$ cat src/rtl/host_pkg.sv
// host_pkg
//   Shared definitions for the host receive path: the assembler state
//   encoding, default sizing and the host command codes.
package host_pkg;

    typedef enum logic [1:0] {
        ST_IDLE      = 2'd0,
        ST_COLLECT   = 2'd1,
        ST_SEND      = 2'd2,
        ST_WAIT_DONE = 2'd3
    } state_t;

    localparam int MAX_BYTES_DEFAULT      = 128;
    localparam int TIMEOUT_CYCLES_DEFAULT = 1000;

    // Host command codes carried in payload byte 0.
    localparam logic [7:0] CMD_ENCRYPT_CONFIG = 8'h01;
    localparam logic [7:0] CMD_READ_YAW       = 8'h03;

endpackage

$ cat src/rtl/host_rx_timeout_counter.sv
// host_rx_timeout_counter
//   Counts idle cycles while enabled and emits a registered one-cycle
//   pulse on the cycle the count reaches TIMEOUT_CYCLES.
// Ports:
//   clk, reset  clock, asynchronous active-high reset
//   clear       restart the count from zero (wins over enable)
//   enable      count this cycle
//   expired     one-cycle pulse: TIMEOUT_CYCLES enabled cycles since clear
module host_rx_timeout_counter #(
    parameter int TIMEOUT_CYCLES = 1000
) (
    input  logic clk,
    input  logic reset,
    input  logic clear,
    input  logic enable,
    output logic expired
);

    localparam int CW = $clog2(TIMEOUT_CYCLES + 1);
    localparam logic [CW-1:0] LAST = CW'(TIMEOUT_CYCLES - 1);

    logic [CW-1:0] count;

    // NOTE: sequential state uses non-blocking assignments only, so every
    // flop samples the pre-edge values regardless of statement order.
    always_ff @(posedge clk or posedge reset) begin
        if (reset) begin
            count   <= '0;
            expired <= 1'b0;
        end else if (clear) begin
            count   <= '0;
            expired <= 1'b0;
        end else if (enable) begin
            count   <= count + 1'b1;
            // Registered so the pulse lines up with count == TIMEOUT_CYCLES.
            expired <= (count == LAST);
        end else begin
            expired <= 1'b0;
        end
    end

endmodule

$ cat src/rtl/host_rx_packet_assembler.sv
// host_rx_packet_assembler
//   Collects a length-prefixed byte frame from the host link into one wide
//   packet word, strobes it to the downstream decoder and holds it (with
//   backpressure on the byte source) until the decoder reports done.
//   Bad lengths and stalled frames are dropped with a frame_error pulse.
// Ports:
//   clk, reset            clock, asynchronous active-high reset
//   rx_byte/valid/ready   byte stream from the host link
//   input_data            assembled packet, payload byte k at [8k+7:8k]
//   send_packet           one-cycle strobe, input_data valid
//   done, error           downstream completion and its error flag
//   frame_error           one-cycle pulse, frame discarded
//   last_error            error captured at the most recent done
//   busy                  assembler not idle
module host_rx_packet_assembler
    import host_pkg::*;
#(
    parameter int MAX_BYTES      = MAX_BYTES_DEFAULT,
    parameter int TIMEOUT_CYCLES = TIMEOUT_CYCLES_DEFAULT
) (
    input  logic                   clk,
    input  logic                   reset,
    input  logic [7:0]             rx_byte,
    input  logic                   rx_valid,
    output logic                   rx_ready,
    output logic [MAX_BYTES*8-1:0] input_data,
    output logic                   send_packet,
    input  logic                   done,
    input  logic                   error,
    output logic                   frame_error,
    output logic                   last_error,
    output logic                   busy
);

    localparam int IDX_W = (MAX_BYTES > 1) ? $clog2(MAX_BYTES) : 1;
    localparam logic [8:0] MAX_LEN = 9'(MAX_BYTES);

    state_t           state, state_next;
    logic [IDX_W-1:0] index;
    logic [7:0]       remaining;
    logic             len_error;
    logic             expired;
    logic             len_ok;
    logic             load_frame, store_byte, last_byte;
    logic             bad_len, drop_frame, take_done;
    logic             timer_clear, timer_enable;

    assign len_ok = (rx_byte != 8'd0) && ({1'b0, rx_byte} <= MAX_LEN);

    always_ff @(posedge clk or posedge reset) begin
        if (reset) state <= ST_IDLE;
        else       state <= state_next;
    end

    // NOTE: every signal driven here gets a default first so no path can
    // leave it unassigned and infer a latch.
    always_comb begin
        state_next = state;
        rx_ready   = 1'b0;
        load_frame = 1'b0;
        store_byte = 1'b0;
        last_byte  = 1'b0;
        bad_len    = 1'b0;
        drop_frame = 1'b0;
        take_done  = 1'b0;
        case (state)
            ST_IDLE: begin
                rx_ready = 1'b1;
                if (rx_valid) begin
                    if (len_ok) begin
                        load_frame = 1'b1;
                        state_next = ST_COLLECT;
                    end else begin
                        bad_len = 1'b1;
                    end
                end
            end
            ST_COLLECT: begin
                // The expiring cycle refuses bytes so none lands in a
                // frame that is being thrown away.
                if (expired) begin
                    drop_frame = 1'b1;
                    state_next = ST_IDLE;
                end else begin
                    rx_ready = 1'b1;
                    if (rx_valid) begin
                        store_byte = 1'b1;
                        if (remaining == 8'd1) begin
                            last_byte  = 1'b1;
                            state_next = ST_SEND;
                        end
                    end
                end
            end
            ST_SEND: state_next = ST_WAIT_DONE;
            ST_WAIT_DONE: begin
                if (done) begin
                    take_done  = 1'b1;
                    state_next = ST_IDLE;
                end
            end
            default: state_next = ST_IDLE;
        endcase
    end

    assign busy = (state != ST_IDLE);

    // NOTE: the packet register is reset like any other flop; it is the
    // decoder-facing output and must read as zero straight out of reset.
    always_ff @(posedge clk or posedge reset) begin
        if (reset) begin
            input_data  <= '0;
            index       <= '0;
            remaining   <= '0;
            send_packet <= 1'b0;
            len_error   <= 1'b0;
            last_error  <= 1'b0;
        end else begin
            send_packet <= last_byte;
            len_error   <= bad_len;
            if (take_done) last_error <= error;
            if (load_frame) begin
                // Clearing on load keeps unwritten payload bytes at zero.
                input_data <= '0;
                remaining  <= rx_byte;
                index      <= '0;
            end else if (store_byte) begin
                input_data[{index, 3'b000} +: 8] <= rx_byte;
                remaining <= remaining - 1'b1;
                index     <= index + 1'b1;
            end else if (drop_frame) begin
                input_data <= '0;
            end
        end
    end

    assign timer_clear  = (state != ST_COLLECT) || store_byte;
    assign timer_enable = (state == ST_COLLECT) && !expired;

    host_rx_timeout_counter #(
        .TIMEOUT_CYCLES(TIMEOUT_CYCLES)
    ) u_timeout (
        .clk    (clk),
        .reset  (reset),
        .clear  (timer_clear),
        .enable (timer_enable),
        .expired(expired)
    );

    // Both sources are flops and expired can only be high in COLLECT, so
    // the merged pulse is glitch-free and lands on the expiring cycle.
    assign frame_error = len_error | expired;

endmodule
$ cat config.mk
export PLATFORM = sky130hd
export DESIGN_NAME = host_rx_packet_assembler
export DESIGN_NICKNAME = d
export VERILOG_FILES = /design/src/rtl/host_pkg.sv /design/src/rtl/host_rx_timeout_counter.sv /design/src/rtl/host_rx_packet_assembler.sv
export SDC_FILE = /design/constraint.sdc
export NUM_CORES = 2
export LEC_CHECK = 0
export BUFFER_PORTS_ARGS = -buffer_cell sky130_fd_sc_hd__buf_2
export CAP_MARGIN = 20
export CORE_ASPECT_RATIO = 1.1
export CORE_MARGIN = 2
export CORE_UTILIZATION = 25
export DETAILED_ROUTE_END_ITERATION = 8
export PLACE_DENSITY = 0.5
export REMOVE_ABC_BUFFERS = 1
export SLEW_MARGIN = 20
export SYNTH_ARGS = -nofsm -noshare
export SYNTH_HDL_FRONTEND = slang
export SYNTH_SLANG_ARGS = --single-unit
$ cat constraint.sdc
create_clock -name clk -period 92.2 [get_ports clk]
set_clock_uncertainty 0.15 [all_clocks]
set_input_delay 9.22 -clock clk [delete_from_list [all_inputs] [get_ports clk]]
set_output_delay 9.22 -clock clk [all_outputs]
set_load 0.01 [all_outputs]
Word level (Yosys, flattened, before mapping)
Cells that the tools add are included.
- $add $sub $neg: 4
- multipliers: 0
- divide/modulo/power cells: 0
- order comparisons: 1
- equal/unequal tests: 11
- shifts and indexed selects: 2
- mux-type cells: 38
- bitwise operators: 1
- reductions and logical operators: 11
- operators by type and width (cell ; count):
    1024-bit two-way mux ; 3
    1024-bit bitwise mux ; 1
    8-bit by 12-bit variable shift with 1024-bit output (first input constant) ; 1
    8-bit by 12-bit indexed part select with 1024-bit output ; 1
    1-bit two-way mux ; 20
    10-bit two-way mux ; 2
    8-bit two-way mux ; 2
    7-bit two-way mux ; 2
    2-bit two-way mux ; 6
    10-bit negation with 12-bit output ; 1
    10-bit by 1-bit adder with 10-bit output (second input constant) ; 1
    10-bit equality test (second input constant) ; 1
    8-bit by 1-bit equality test with 1-bit output (second input constant) ; 1
    8-bit less-or-equal comparator (second input constant) ; 1
    2-bit one-hot mux with 4 select lines ; 1
    8-bit nonzero test ; 1
    8-bit by 1-bit subtractor with 8-bit output (second input constant) ; 1
    7-bit by 1-bit adder with 7-bit output (second input constant) ; 1
    2-bit inequality test (second input constant) ; 3
    3-bit by 2-bit inequality test with 1-bit output (second input constant) ; 2
    2-bit nonzero test ; 3
    5-bit AND reduction ; 1
    2-bit equality test (second input constant) ; 2
    3-bit nonzero test ; 1
    8 further kinds ; 9
- flip-flop bits (word level): 1055
- bits in latches: 0
- RAM bits: 0
- ROM bits: 0
- input bits: 13
- output and inout port bits: 1029
- logic and storage cells: 77
- memories kept: 0

Longest topological paths before layout
- depth after elaboration: 6
- depth in mapped cells: 14
- mapped depth without buffers: 8

Cells and area by module
From an unflattened synthesis, not the netlist that was laid out.
- cells, all modules: 4127
- area total of the unflattened synthesis: 45118.3 µm²
- by module, submodules not included (module ; instances ; cells each ; area an instance (µm²)):
    host_rx_packet_assembler ; 1 ; 4075 ; 44587.8
    host_rx_timeout_counter ; 1 ; 52 ; 530.5

Least setup slack after synthesis
OpenSTA, ideal clock, no wires.
- path kind: input port to flip-flop
- start: input rx_byte[2]
- end: register input_data[624]
- arrival: 11.029 ns
- path slack: 80.894 ns
- stages on the path: 9
- buffers on the path: 4
- path through: clkbuf_1 nor4_1 nand4_1 nand3_1 buf_2 buf_2 buf_2 o21ai_1 o2bb2ai_1
- cells in the longest elaborated chain, start to end: 6
- elaborated cells between the ends (all ways): 11
- those cells by class: order compare (1); shift (1); mux (6); reduce/logical (3)
- ends and longest elaborated chain (element ; RTL line ; RTL):
    from (decl) ; host_rx_packet_assembler.sv:23 ; input logic [7:0] rx_byte,
    8-bit less-or-equal comparator / 8-bit nonzero test (equally long branches) ; host_rx_packet_assembler.sv:48 ; assign len_ok = (rx_byte != 8'd0) && ({1'b0, rx_byte} <= MAX_LEN);
    1-bit logical AND ; host_rx_packet_assembler.sv:48 ;
    1-bit two-way mux ; host_rx_packet_assembler.sv:70 ; if (len_ok) begin
    1-bit two-way mux ; host_rx_packet_assembler.sv:69 ; if (rx_valid) begin
    1-bit two-way mux ; host_rx_packet_assembler.sv:66 ; case (state)
    3-bit nonzero test (no line) / 1024-bit two-way mux (equally long branches) ; n/a ;
    to (signal, indexed assignment) ; host_rx_packet_assembler.sv:128 ; input_data[{index, 3'b000} +: 8] <= rx_byte;
    to (decl) ; host_rx_packet_assembler.sv:26 ; output logic [MAX_BYTES*8-1:0] input_data,
Several ways; a longest one is shown, not always the timed one.
A chain may end at the register's enable or synchronous reset.

==> results.json <==
{
  "drc": 0,
  "cts_root_buffer": "clkbuf_16",
  "synth_cells": 3234,
  "syn_avg_cell_area_um2": 12.67,
  "synth.cell_area_um2": 40970,
  "crit_path_start_kind": "input pin",
  "grt_pass1_vias": 34080,
  "final.setup.tns_ps": 0,
  "path_class": "input pin to async pin",
  "cts_resized": 0,
  "cp-end-kind": "async pin",
  "via_per_inst": 5.268,
  "crit_required_ps": 92770,
  "power-per-cell-area_nw_per_um2": 23.81,
  "globalplace.congestion": 0.8796,
  "status": "completed",
  "synth_mux_area_frac": 0.001283,
  "yosysSeqAreaShare": 0.6443,
  "core_um2": 162500,
  "synth_compound_area_frac": 0.2411,
  "clockPowerShare": 0.383,
  "p_leak_nw": 26.26,
  "path_clk_slew_ps": 60,
  "fmax_mhz": 78.11,
  "overflow": 0,
  "hp-start": "input_data[459]$_DFFE_PP0P_",
  "insertion_delay_ps": 740,
  "dp_hpwl_mm": 149.8,
  "final_cell_mix": "dfrtp_1 (1055), buf_2 (1035), a22o_1 (409)",
  "layout_min_cycle_time_ps": 12800,
  "grt_pass1_wl_mm": 286.1,
  "p_sw_frac": 0.3660,
  "r2r-end": "input_data[407]$_DFFE_PP0P_",
  "critPathArrivalTime_ps": 13370,
  "ioPinCount": 1042,
  "min_path_cells": 2,
  "vias": 34080,
  "comb_power_share": 0.235,
  "cts_hold_buf": 0,
  "synth-edff-count": 0,
  "p_switching_uw": 459.4,
  "dieHeight_um": 428.6,
  "drt_wl_total_mm": 207.2,
  "finalHoldViolCount": 0,
  "postCtsSetupBuffers": 0,
  "rrSetupSlack_ps": 87260,
  "dieWidth_um": 390.0,
  "reg2reg_depth": 11,
  "dieArea_um2": 167200,
  "layout-drive-gt1-share": 0.3326,
  "final_nets": 4270,
  "core.rowCount": 155,
  "area_delta_synth_final_pct": 28.62,
  "ys_async_sr_fraction": 1.000,
  "slew_viol_final": 0,
  "detail-route-antenna-nets": 0,
  "cap_violations": 0,
  "cts_made_buffers": 115,
  "ys.warnings.count": 0,
  "initial_core_util": 0.2521,
  "gr-usage-all-layers": 0.2408,
  "ys_seq_elements": 1055,
  "synthXorXnorAreaFrac": 0.003603,
  "p_seq_frac": 0.382,
  "crit_fanout": 137,
  "rr_startpoint": "index[0]$_DFFE_PP0P_",
  "yosysUniqueCellTypes": 73,
  "synthFlopType": "dfrtp_1",
  "final_common_cell": "dfrtp_1",
  "min_to": "input_data[459]$_DFFE_PP0P_",
  "avgRoutedWirePerCell_um": 32.03,
  "htree_levels": 3,
  "hold_path.class": "flip-flop to flip-flop",
  "synth_top_family_by_area": "compound AO/OA/AOI/OAI gates",
  "portBuffers": 1041,
  "cts_tree": "built",
  "grt_max_degree": 138,
  "min_period_over_period": 0.1389,
  "power.total_mw": 1.255,
  "setup_viol": 0,
  "grt_antenna_before_repair": 17,
  "clockBufferDepth": 3,
  "drtIter0Drc": 2738,
  "rsz0062_at_grt": "no",
  "tightestPinTransition_ps": 1156,
  "hold_slack_ps": 326.8,
  "clkSinkCount": 1055,
  "synth_simple_gate_area_frac": 0.08230,
  "regArea_um2": 26400,
  "slew_headroom": 0.2235,
  "synthAdderAreaFrac": 0.002443,
  "ir_worst_vdd_mv": 0.01617,
  "fill_cells": 16660,
  "multiInputGateArea_um2": 13780,
  "first_pass_iters": 5,
  "internal_power_uw": 795.6
}
[how the worst max path moves through the flow]
stage / from / end
after global placement: reset / input_data[227]$_DFFE_PP0P_
after floorplan: reset / async pin
after detailed placement: reset / input_data[225]$_DFFE_PP0P_
after global routing: reset / input_data[195]$_DFFE_PP0P_
after CTS: reset / input_data[197]$_DFFE_PP0P_
final: reset / input_data[165]$_DFFE_PP0P_
[worst max-delay path, stage by stage]
cell and delay (ps):
buf_2 130, inv_8 450, buf_12 450, buf_4 780, buf_4 830, buf_4 890
[sequential cells by signal (all words and copies together), names as in the netlist, named ones only]
signal / count
input_data: 1024
u_timeout.count: 10
remaining: 8
index: 7
last_error: 1
len_error: 1
send_packet: 1
state: 1
u_timeout.expired: 1
[layer usage]
metal  track usage  wire length, um  vias to the layer above
met3       0.05677            15060                      290
met5             0               11                        -
met4        0.1030             9061                        2
met2        0.3914            98420                     1414
met1        0.3050            84670                    17930
li1              -                -                    14450
[synthesized netlist by cell type, types with 4 or more instances]
library cell | count | area (um2)
dfrtp_1 | 1055 | 26400
a22o_1 | 409 | 3582
o2bb2ai_1 | 317 | 2776
nand2_1 | 236 | 885.9
o21ai_0 | 215 | 1076
nand3_1 | 147 | 735.7
a32o_1 | 133 | 1331
clkbuf_1 | 128 | 480.5
nor2_1 | 108 | 405.4
buf_2 | 72 | 360.4
nor3_1 | 67 | 335.3
o21ai_1 | 35 | 175.2
o21ai_2 | 34 | 297.8
and3_1 | 29 | 181.4
and2_1 | 27 | 168.9
buf_1 | 23 | 86.33
o31ai_1 | 22 | 165.2
nor2_2 | 11 | 68.82
a21oi_1 | 10 | 50.05
ha_1 | 8 | 100.1
nand4_1 | 8 | 50.05
nor2b_1 | 8 | 50.05
xnor2_1 | 8 | 70.07
inv_1 | 7 | 26.28
xor2_1 | 7 | 61.31
buf_4 | 6 | 45.04
nor3_2 | 6 | 60.06
a21oi_2 | 5 | 43.79
a221oi_1 | 5 | 43.79
nand2b_1 | 5 | 31.28
nor2_4 | 5 | 56.30
o211ai_1 | 5 | 37.54
or2_2 | 5 | 31.28
a31oi_1 | 4 | 25.02
[cell families after synthesis]
family / Yosys count
compound gates: 1219
flops: 1055
simple gates: 693
buf+inv: 238
xor+xnor: 16
fa+ha+maj: 8
mux: 5
[power groups by stage]
stage | clock network, mW | logic [mW] | registers, mW
final | 0.480 | 0.295 | 0.480
after global routing | 0.506 | 0.315 | 0.481
after CTS | 0.489 | 0.301 | 0.479
after detailed placement | 0 | 0.301 | 0.488
after global placement | 0 | 0.300 | 0.488
after floorplan | 0 | 0.137 | 0.490
[area by class of cell]
cell class              instances  area share
diodes                          2  0.00009497
clock buffers                 169     0.06477
clock inverters                47    0.009710
inverters                       7   0.0006410
multi-input cells            1941      0.2615
flip-flops and latches       1055      0.5009
well taps                    2119     0.05031
repair buffers               1129      0.1121
[metrics by stage]
stage	instance area, um2	worst slack (ps)	cells	util
detailed placement	48770	78460	6251	0.3001
floorplan	39980	53130	3003	-
global placement	48750	78480	6250	0.3000
CTS	52690	79290	6467	0.3242
finish	52700	79400	6469	0.3243
global route	52700	78830	6469	0.3243
Power figures use the tool's default switching activity.
